**src/rtl/mux_memoria_param.sv**
```systemverilog
// N_CH-to-1 registered mux with valid/ready handshake.
// Direct or round-robin channel selection, saturating word count.
module mux_memoria_param #(
  parameter int WIDTH = 2,
  parameter int N_CH  = 4,
  parameter int SEL_W = 2,
  parameter int CNT_W = 8
) (
  input  logic                    clk,
  input  logic                    reset_L,
  input  logic                    mode,
  input  logic [SEL_W-1:0]        selector,
  input  logic [N_CH*WIDTH-1:0]   data_in,
  input  logic [N_CH-1:0]         valid_in,
  output logic [N_CH-1:0]         ready_out,
  output logic [WIDTH-1:0]        data_out,
  output logic                    valid_out,
  input  logic                    ready_in,
  output logic [SEL_W-1:0]        grant_ch,
  output logic [CNT_W-1:0]        count
);

  localparam int PAD = 2**SEL_W;

  logic [PAD-1:0]   valid_pad;
  logic [SEL_W-1:0] last;
  logic [SEL_W-1:0] rr_cs;
  logic             rr_found;
  logic [SEL_W-1:0] cs;
  logic             chosen;
  logic             slot_free;
  logic             accept;
  logic [WIDTH-1:0] word;
  int               idx;

  // Padding lets any selector value index safely; pad bits read as not valid.
  assign valid_pad = PAD'(valid_in);
  assign slot_free = !valid_out || ready_in;
  assign accept    = slot_free && chosen && valid_pad[cs];

  // Round-robin: first valid channel after the last granted one.
  always_comb begin
    rr_found = 1'b0;
    rr_cs    = '0;
    idx      = 0;
    for (int i = 1; i <= N_CH; i++) begin
      idx = (int'(last) + i) % N_CH;
      if (!rr_found && valid_pad[SEL_W'(idx)]) begin
        rr_found = 1'b1;
        rr_cs    = SEL_W'(idx);
      end
    end
  end

  // Chosen channel; out-of-range selectors choose nothing.
  always_comb begin
    cs     = selector;
    chosen = ({1'b0, selector} < (SEL_W+1)'(N_CH));
    if (mode) begin
      cs     = rr_cs;
      chosen = rr_found;
    end
  end

  // Data mux and one-hot acceptance strobe.
  always_comb begin
    word      = '0;
    ready_out = '0;
    for (int c = 0; c < N_CH; c++) begin
      if (SEL_W'(c) == cs) begin
        word         = data_in[c*WIDTH +: WIDTH];
        ready_out[c] = accept;
      end
    end
  end

  // Output register, counter and rr pointer.
  always_ff @(posedge clk or negedge reset_L) begin
    if (!reset_L) begin
      data_out  <= '0;
      valid_out <= 1'b0;
      grant_ch  <= '0;
      count     <= '0;
      last      <= SEL_W'(N_CH-1);
    end else begin
      if (accept) begin
        data_out  <= word;
        grant_ch  <= cs;
        valid_out <= 1'b1;
        if (count != '1)
          count <= count + 1'b1;
        if (mode)
          last <= cs;
      end else if (valid_out && ready_in) begin
        valid_out <= 1'b0;
      end
    end
  end

endmodule
```
**config.mk**
```make
export PLATFORM = sky130hd
export DESIGN_NAME = mux_memoria_param
export DESIGN_NICKNAME = d
export VERILOG_FILES = /design/src/rtl/mux_memoria_param.sv
export SDC_FILE = /design/constraint.sdc
export NUM_CORES = 1
export LEC_CHECK = 0
export BUFFER_PORTS_ARGS = -buffer_cell sky130_fd_sc_hd__buf_4
export CORE_MARGIN = 8
export CORE_UTILIZATION = 30
export DETAILED_ROUTE_END_ITERATION = 8
export GPL_TIMING_DRIVEN = 0
export PLACE_DENSITY = 0.6
export SLEW_MARGIN = 20
export SYNTH_ARGS = -nofsm -noshare
export SYNTH_HDL_FRONTEND = slang
export SYNTH_SLANG_ARGS = --single-unit
```
**constraint.sdc**
```tcl
create_clock -name clk -period 2.2 [get_ports clk]
set_input_delay 0.22 -clock clk [delete_from_list [all_inputs] [get_ports clk]]
set_output_delay 0.22 -clock clk [all_outputs]
set_load 0.01 [all_outputs]
```
==> qor.csv, run 1 <==
metric,value,unit
outcome,"complete, but fails checks",
failing checks,negative setup slack,
Placer Congestion,0.842,
vias after detailed routing,934,
Clk pwr share,9.3,%
H-tree depth,1,
vias in the first global route,1010,
metal3 WL,222,um
"Seq/Total Area, Yosys",37.2,%
"Net Count, Synth",119,
combinational share of power,57.6,%
top_reg_cell synth,dfrtp_1,
total power draw,1.61,mW
Die ar.,0.00550,mm^2
register area,378,um^2
Total GRT Usage,10.1,%
"Reg clk slew, reported paths",0.09,ns
CP Class,reg -> reg,
clk_lat worst skew,0.27,ns
VDD IR max,0.581,mV
Routed met2 length,1330,um
Cells after Synth,100,
number of synthesized flops with an enable pin,0,
Worst Setup SP,last[1],
final count of hold timing violations,0,
CTS sink cnt,15,
Switching Fraction,38.1,%
most frequent cells after synthesis,"dfrtp_1, mux2i_1, nand3_1, nor2_1, inv_1",
io pins,35,
Final ANT Viol Nets,0,
P per Cell Area,1040,mW/mm^2
"count leader, synth",dfrtp_1,
Final Cell Area,0.00155,mm^2
Ys Warns,0,
# diodes,0,
final net count,169,
HPWL after detailed placement,2060,um
Max clock buf depth,2,
core region area,0.00328,mm^2
largest cells by area after synthesis,"dfrtp_1, mux2i_1, dfstp_2",
switching power total,0.613,mW
Syn Area/Cell,10.1,um^2
final setup vio count,16,
P_leak,0.705,nW
Synth top area share,32.1,%
post-DR wirelength/cell,14.3,um
TritonCTS clock tree,done,
"critical path fanouts, max",7,
Final Max Tran Viols,0,
RSZ-0062 raised after global routing,true,
RR Startpoint,last[1],
DRT met1 WL,1190,um
Tightest Hold Check Type,in -> async,
vias per inst,4.79,
Post-Place Cells,180,
post-synthesis cell type count,42,
Critical Path AT,2.53,ns
largest area contributor in the netlist,dfrtp_1,
Post-synth ARST share,100,%
Critical Path RT,2.36,ns
type of origin of the critical path,flip-flop,
drt first pass iters,4,
Max Cap Viol,0,
Clock Skew,0.00614,ns
max layer used,met4,
Rows,21,
share of layout cells above drive strength 1,49.7,%
DR iter-0 viols,29,
clock period minus worst slack,2.37,ns
drt drc,0,
final worst-path cycle share,108,%
placement-stage cell area,0.00133,mm^2
initial antenna violation count,0,
gr ovfl total,0,
Max Freq,422,MHz
total routed wirelength,2780,um
port buffer count,34,
Least-Margin Pin Slew,0.614,ns
Internal Power,0.996,mW
Clock Tree Root,clkbuf_4,
Worst slew margin,59.0,%
Seq cells post-synth,15,
area occupied by multi-input gates,703,um^2
Initial Util,30.9,%
area grow syn2layout,52.8,%
cts bufs inserted,3,
Crit. End Element,flip-flop,
Die X,74.2,um
"Cell Area, Synth",0.00101,mm^2
Layout fillers,319,
Non-Filler Instances,195,
worst setup margin,-0.170,ns
global-route wire length before repair,4450,um
Seq pwr share,33.1,%
pin count of the biggest net entering global routing,16,
Die Height,74.2,um
==> layer usage <==
| metal | up-vias | global-route usage (%) |
|---|---|---|
| li1 | 460 | - |
| met1 | 443 | 11.5 |
| met2 | 27 | 16.8 |
| met3 | 4 | 3.37 |
| met4 | 0 | 4.43 |
| met5 | - | 0 |
==> metrics by stage <==
step | utilization (%) | setup WS [ns] | TNS (ns) | hold slack, ns
after floorplan | - | 0.0311 | 0 | -0.0756
after global placement | 40.4 | -0.140 | -0.662 | 0.0823
after detailed placement | 40.4 | -0.182 | -1.15 | 0.0863
after CTS | 44.4 | -0.113 | -0.643 | 0.322
after global routing | 47.2 | -0.254 | -3.20 | 0.318
final | 47.2 | -0.170 | -1.63 | 0.325
==> layout by cell type, fill, tap and decap left out, types with 2 or more instances in the layout <==
cell | netlist | routed
buf_4 | 0 | 43
dfrtp_1 | 13 | 13
mux2i_1 | 8 | 8
nor2_1 | 7 | 7
inv_1 | 5 | 5
nand3_1 | 7 | 5
nor2b_1 | 4 | 4
a21oi_1 | 4 | 4
nand2b_1 | 3 | 3
a31oi_1 | 3 | 3
buf_6 | 2 | 3
xnor2_1 | 4 | 3
mux2_4 | 3 | 3
nand2_1 | 3 | 3
clkbuf_4 | 0 | 3
a31oi_4 | 1 | 2
o21ai_2 | 1 | 2
and3_1 | 2 | 2
nand3_2 | 0 | 2
o21ai_0 | 2 | 2
dfstp_2 | 2 | 2
==> power by group through the flow <==
stage	logic [mW]	clock network [mW]	registers (mW)
floorplan	0.445	0	0.543
global placement	0.760	0	0.513
detailed placement	0.770	0	0.517
CTS	0.838	0.158	0.527
finish	0.926	0.150	0.533
global route	1.01	0.174	0.555
==> final cells by class <==
class	count	share of cell area, %
Buffer	1	0.726
Tap cell	46	3.71
Sequential cell	15	24.4
Timing Repair Buffer	46	22.9
Inverter	5	1.21
Clock buffer	4	1.69
Multi-Input combinational cell	78	45.4
==> flip-flops by register name, summed over array words and instances (netlist names) <==
register	flops
grant_ch	2
data_out	2
last	2
valid_out	1
count	8
==> worst max-delay path, cell delays in order, from the launching register on <==
cell,delay [ns]
dfstp_2,0.60
mux2i_1,0.25
o22ai_2,0.12
a211oi_4,0.29
buf_4,0.17
o21ai_2,0.06
a31oi_4,0.27
and2_4,0.20
mux2_4,0.29
==> path summary, 6_finish.rpt <==
kind / cells after the start / end / slack (ns)
setup / recovery: 8 / count[1] / -0.17
hold / removal: 2 / count[4] / 0.32
setup reg to reg: 8 / count[1] / -0.17
hold reg to reg: 1 / count[4] / 0.51
max in group asynchronous: 2 / last[1] / 1.63
min in group clk: 4 / data_out[0] / 0.39
==> kinds of logic (layout without fill, tap and decap cells) <==
| kind of cell | count (synthesis) | in the layout | share of synthesized area, % |
|---|---|---|---|
| buffers and inverters | 7 | 56 | 4.07 |
| xor gates and xnor gates | 5 | 5 | 4.32 |
| adders and majority gates | 1 | 1 | 1.23 |
| AOI/OAI and AO/OA | 20 | 20 | 15.8 |
| muxes | 13 | 13 | 14.5 |
| and+or+nand+nor | 39 | 39 | 22.8 |
| DFF | 15 | 15 | 37.2 |
==> what timing repair did <==
item / in CTS / in global routing
resized for setup: 11 / 9
endpoints found under the hold margin: 13 / 0
gates cloned: 0 / 1
setup endpoints to repair: 16 / 17
setup buffers: 5 / 5
hold buffers: 1 / 0
pin swaps: 6 / 3
Power figures use the tool's default switching activity.
==> run 2: changes to the inputs <==
REMOVE_ABC_BUFFERS = 1   (was default)
==> qor.csv, run 2 (synthesized netlist as in run 1, its figures left out) <==
metric,value,unit,change
pin count of the biggest net entering global routing,16,,unchanged
vias per inst,4.92,,+2.7%
type of origin of the critical path,flip-flop,,
register area,378,um^2,unchanged
final core utilization,47.5,%,+0.30 points
post-DR wirelength/cell,14.5,um,+1.7%
TritonCTS clock tree,done,,
outcome,"complete, but fails checks",,
"Most flops, register",count,,
Final Max Tran Viols,0,,unchanged
Final ANT Viol Nets,0,,unchanged
Stages on worst setup path,9,,+1
drt first pass iters,4,,unchanged
Clock Skew,0.00137,ns,-0.00477 ns
worst path buffer plus inverter count,2,,+1
final worst-path cycle share,104,%,-3.4 points
CTS sink cnt,15,,unchanged
Top delay family on crit path,compound AO/OA/AOI/OAI gates,,
initial antenna violation count,0,,unchanged
Max Freq,436,MHz,+3.3%
area grow syn2layout,53.8,%,
# diodes,0,,unchanged
H-tree depth,1,,unchanged
dpl ws,-0.407,ns,-0.225 ns
Fin Setup TNS,-0.519,ns,+1.11 ns
Non-Filler Instances,194,,-0.51%
total routed wirelength,2810,um,+1.2%
CP Class,reg -> reg,,
"Reg clk slew, reported paths",0.08,ns,about the same
port buffer count,34,,unchanged
Tightest Hold Check Type,in -> async,,
final net count,168,,-0.59%
vias after detailed routing,954,,+2.1%
Die ar.,0.00550,mm^2,unchanged
worst setup margin,-0.0952,ns,+0.0749 ns
core region area,0.00328,mm^2,unchanged
Critical Path RT,2.36,ns,about the same
cts bufs inserted,3,,unchanged
io pins,35,,unchanged
total power draw,1.62,mW,+0.40%
share of layout cells above drive strength 1,51.4,%,+1.7 points
drt drc,0,,unchanged
P per Cell Area,1040,mW/mm^2,-0.24%
Placer Congestion,0.796,,-5.5%
failing checks,negative setup slack,,
Least-Margin Pin Slew,0.512,ns,-0.101 ns
final setup vio count,11,,-5
RSZ-0062 raised after global routing,true,,
Critical-path top delay cell,dfstp_2,,
Critical Path AT,2.45,ns,-0.08 ns
gr ovfl total,0,,unchanged
area occupied by multi-input gates,713,um^2,+1.4%
global-route wire length before repair,4710,um,+5.7%
"most common cell after layout, fill and taps aside",buf_4,,
Die Height,74.2,um,unchanged
final count of hold timing violations,0,,unchanged
Worst slew margin,65.7,%,+6.7 points
Final Cell Area,0.00156,mm^2,+0.65%
Clock Tree Root,clkbuf_4,,
Rows,21,,unchanged
HPWL after detailed placement,1980,um,-3.7%
Total GRT Usage,10.9,%,+0.74 points
DR iter-0 viols,39,,+34%
vias in the first global route,1011,,+0.099%
"critical path fanouts, max",7,,unchanged
Max Cap Viol,0,,unchanged
clock period minus worst slack,2.30,ns,-0.0749 ns
Worst Hold Slack,0.319,ns,-0.00572 ns
Layout fillers,322,,+0.94%
VDD IR max,0.504,mV,-13%
"leading cell types in the layout, fill and taps excluded","buf_4, dfrtp_1, mux2i_1",,
reg2reg path depth,9,,+1
clk_lat worst skew,0.28,ns,about the same
CP cell instances,mux2i_1 > o22ai_2 > a211oi_4 > buf_6 > o21ai_4 > a31oi_4 > buf_4 > nor2b_1 > or3_1,,
Max clock buf depth,2,,unchanged
largest stage delay on the critical path,0.60,ns,about the same
Crit. End Element,flip-flop,,
placement-stage cell area,0.00131,mm^2,-1.7%
Die X,74.2,um,unchanged
Post-Place Cells,178,,-1.1%
max reg flops,8,,unchanged
P_leak,0.708,nW,+0.53%
Initial Util,30.9,%,unchanged
[run 2: changes by cell type in the layout (fill, tap and decap cells not counted), sizes merged]
cell | before | now
buf | 46 | 45
[run 2: final cells by class]
type	count	area share (%)
Multi-Input combinational cell	78	45.7
Sequential cell	15	24.2
Timing Repair Buffer	46	23.5
Tap cell	46	3.69
Clock buffer	4	1.68
Inverter	5	1.20
[run 2: repair_timing]
action / in CTS / in global routing
pin swaps: 7 / 3
hold buffers: 1 / 0
resized for setup: 11 / 14
hold endpoints to repair: 13 / 0
setup buffers: 9 / 2
setup endpoints to repair: 16 / 16
[run 2: path summary, 6_finish.rpt]
| kind | start | to | slack [ns] |
|---|---|---|---|
| min in group clk | data_in[5] | data_out[1] | 0.38 |
| min reg2reg | count[4] | count[4] | 0.51 |
| max reg2reg | last[1] | grant_ch[1] | -0.1 |
| max | last[1] | grant_ch[1] | -0.1 |
| min | reset_L | count[3] | 0.32 |
| max in group asynchronous | reset_L | last[0] | 1.64 |
[run 2: report_power, final]
group	switching [mW]	leakage, nW	internal [mW]
combinational	0.413	0.513	0.517
clock	0.0842	0.0150	0.0703
sequential	0.124	0.180	0.407
[run 2: metal layers]
metal  wire length, um  track usage, %  up-vias
met5                 0               0        -
met4                38            4.21        0
met3               249            3.77        5
met2              1260            17.3       33
met1              1270            13.0      456
li1                  -               -      460
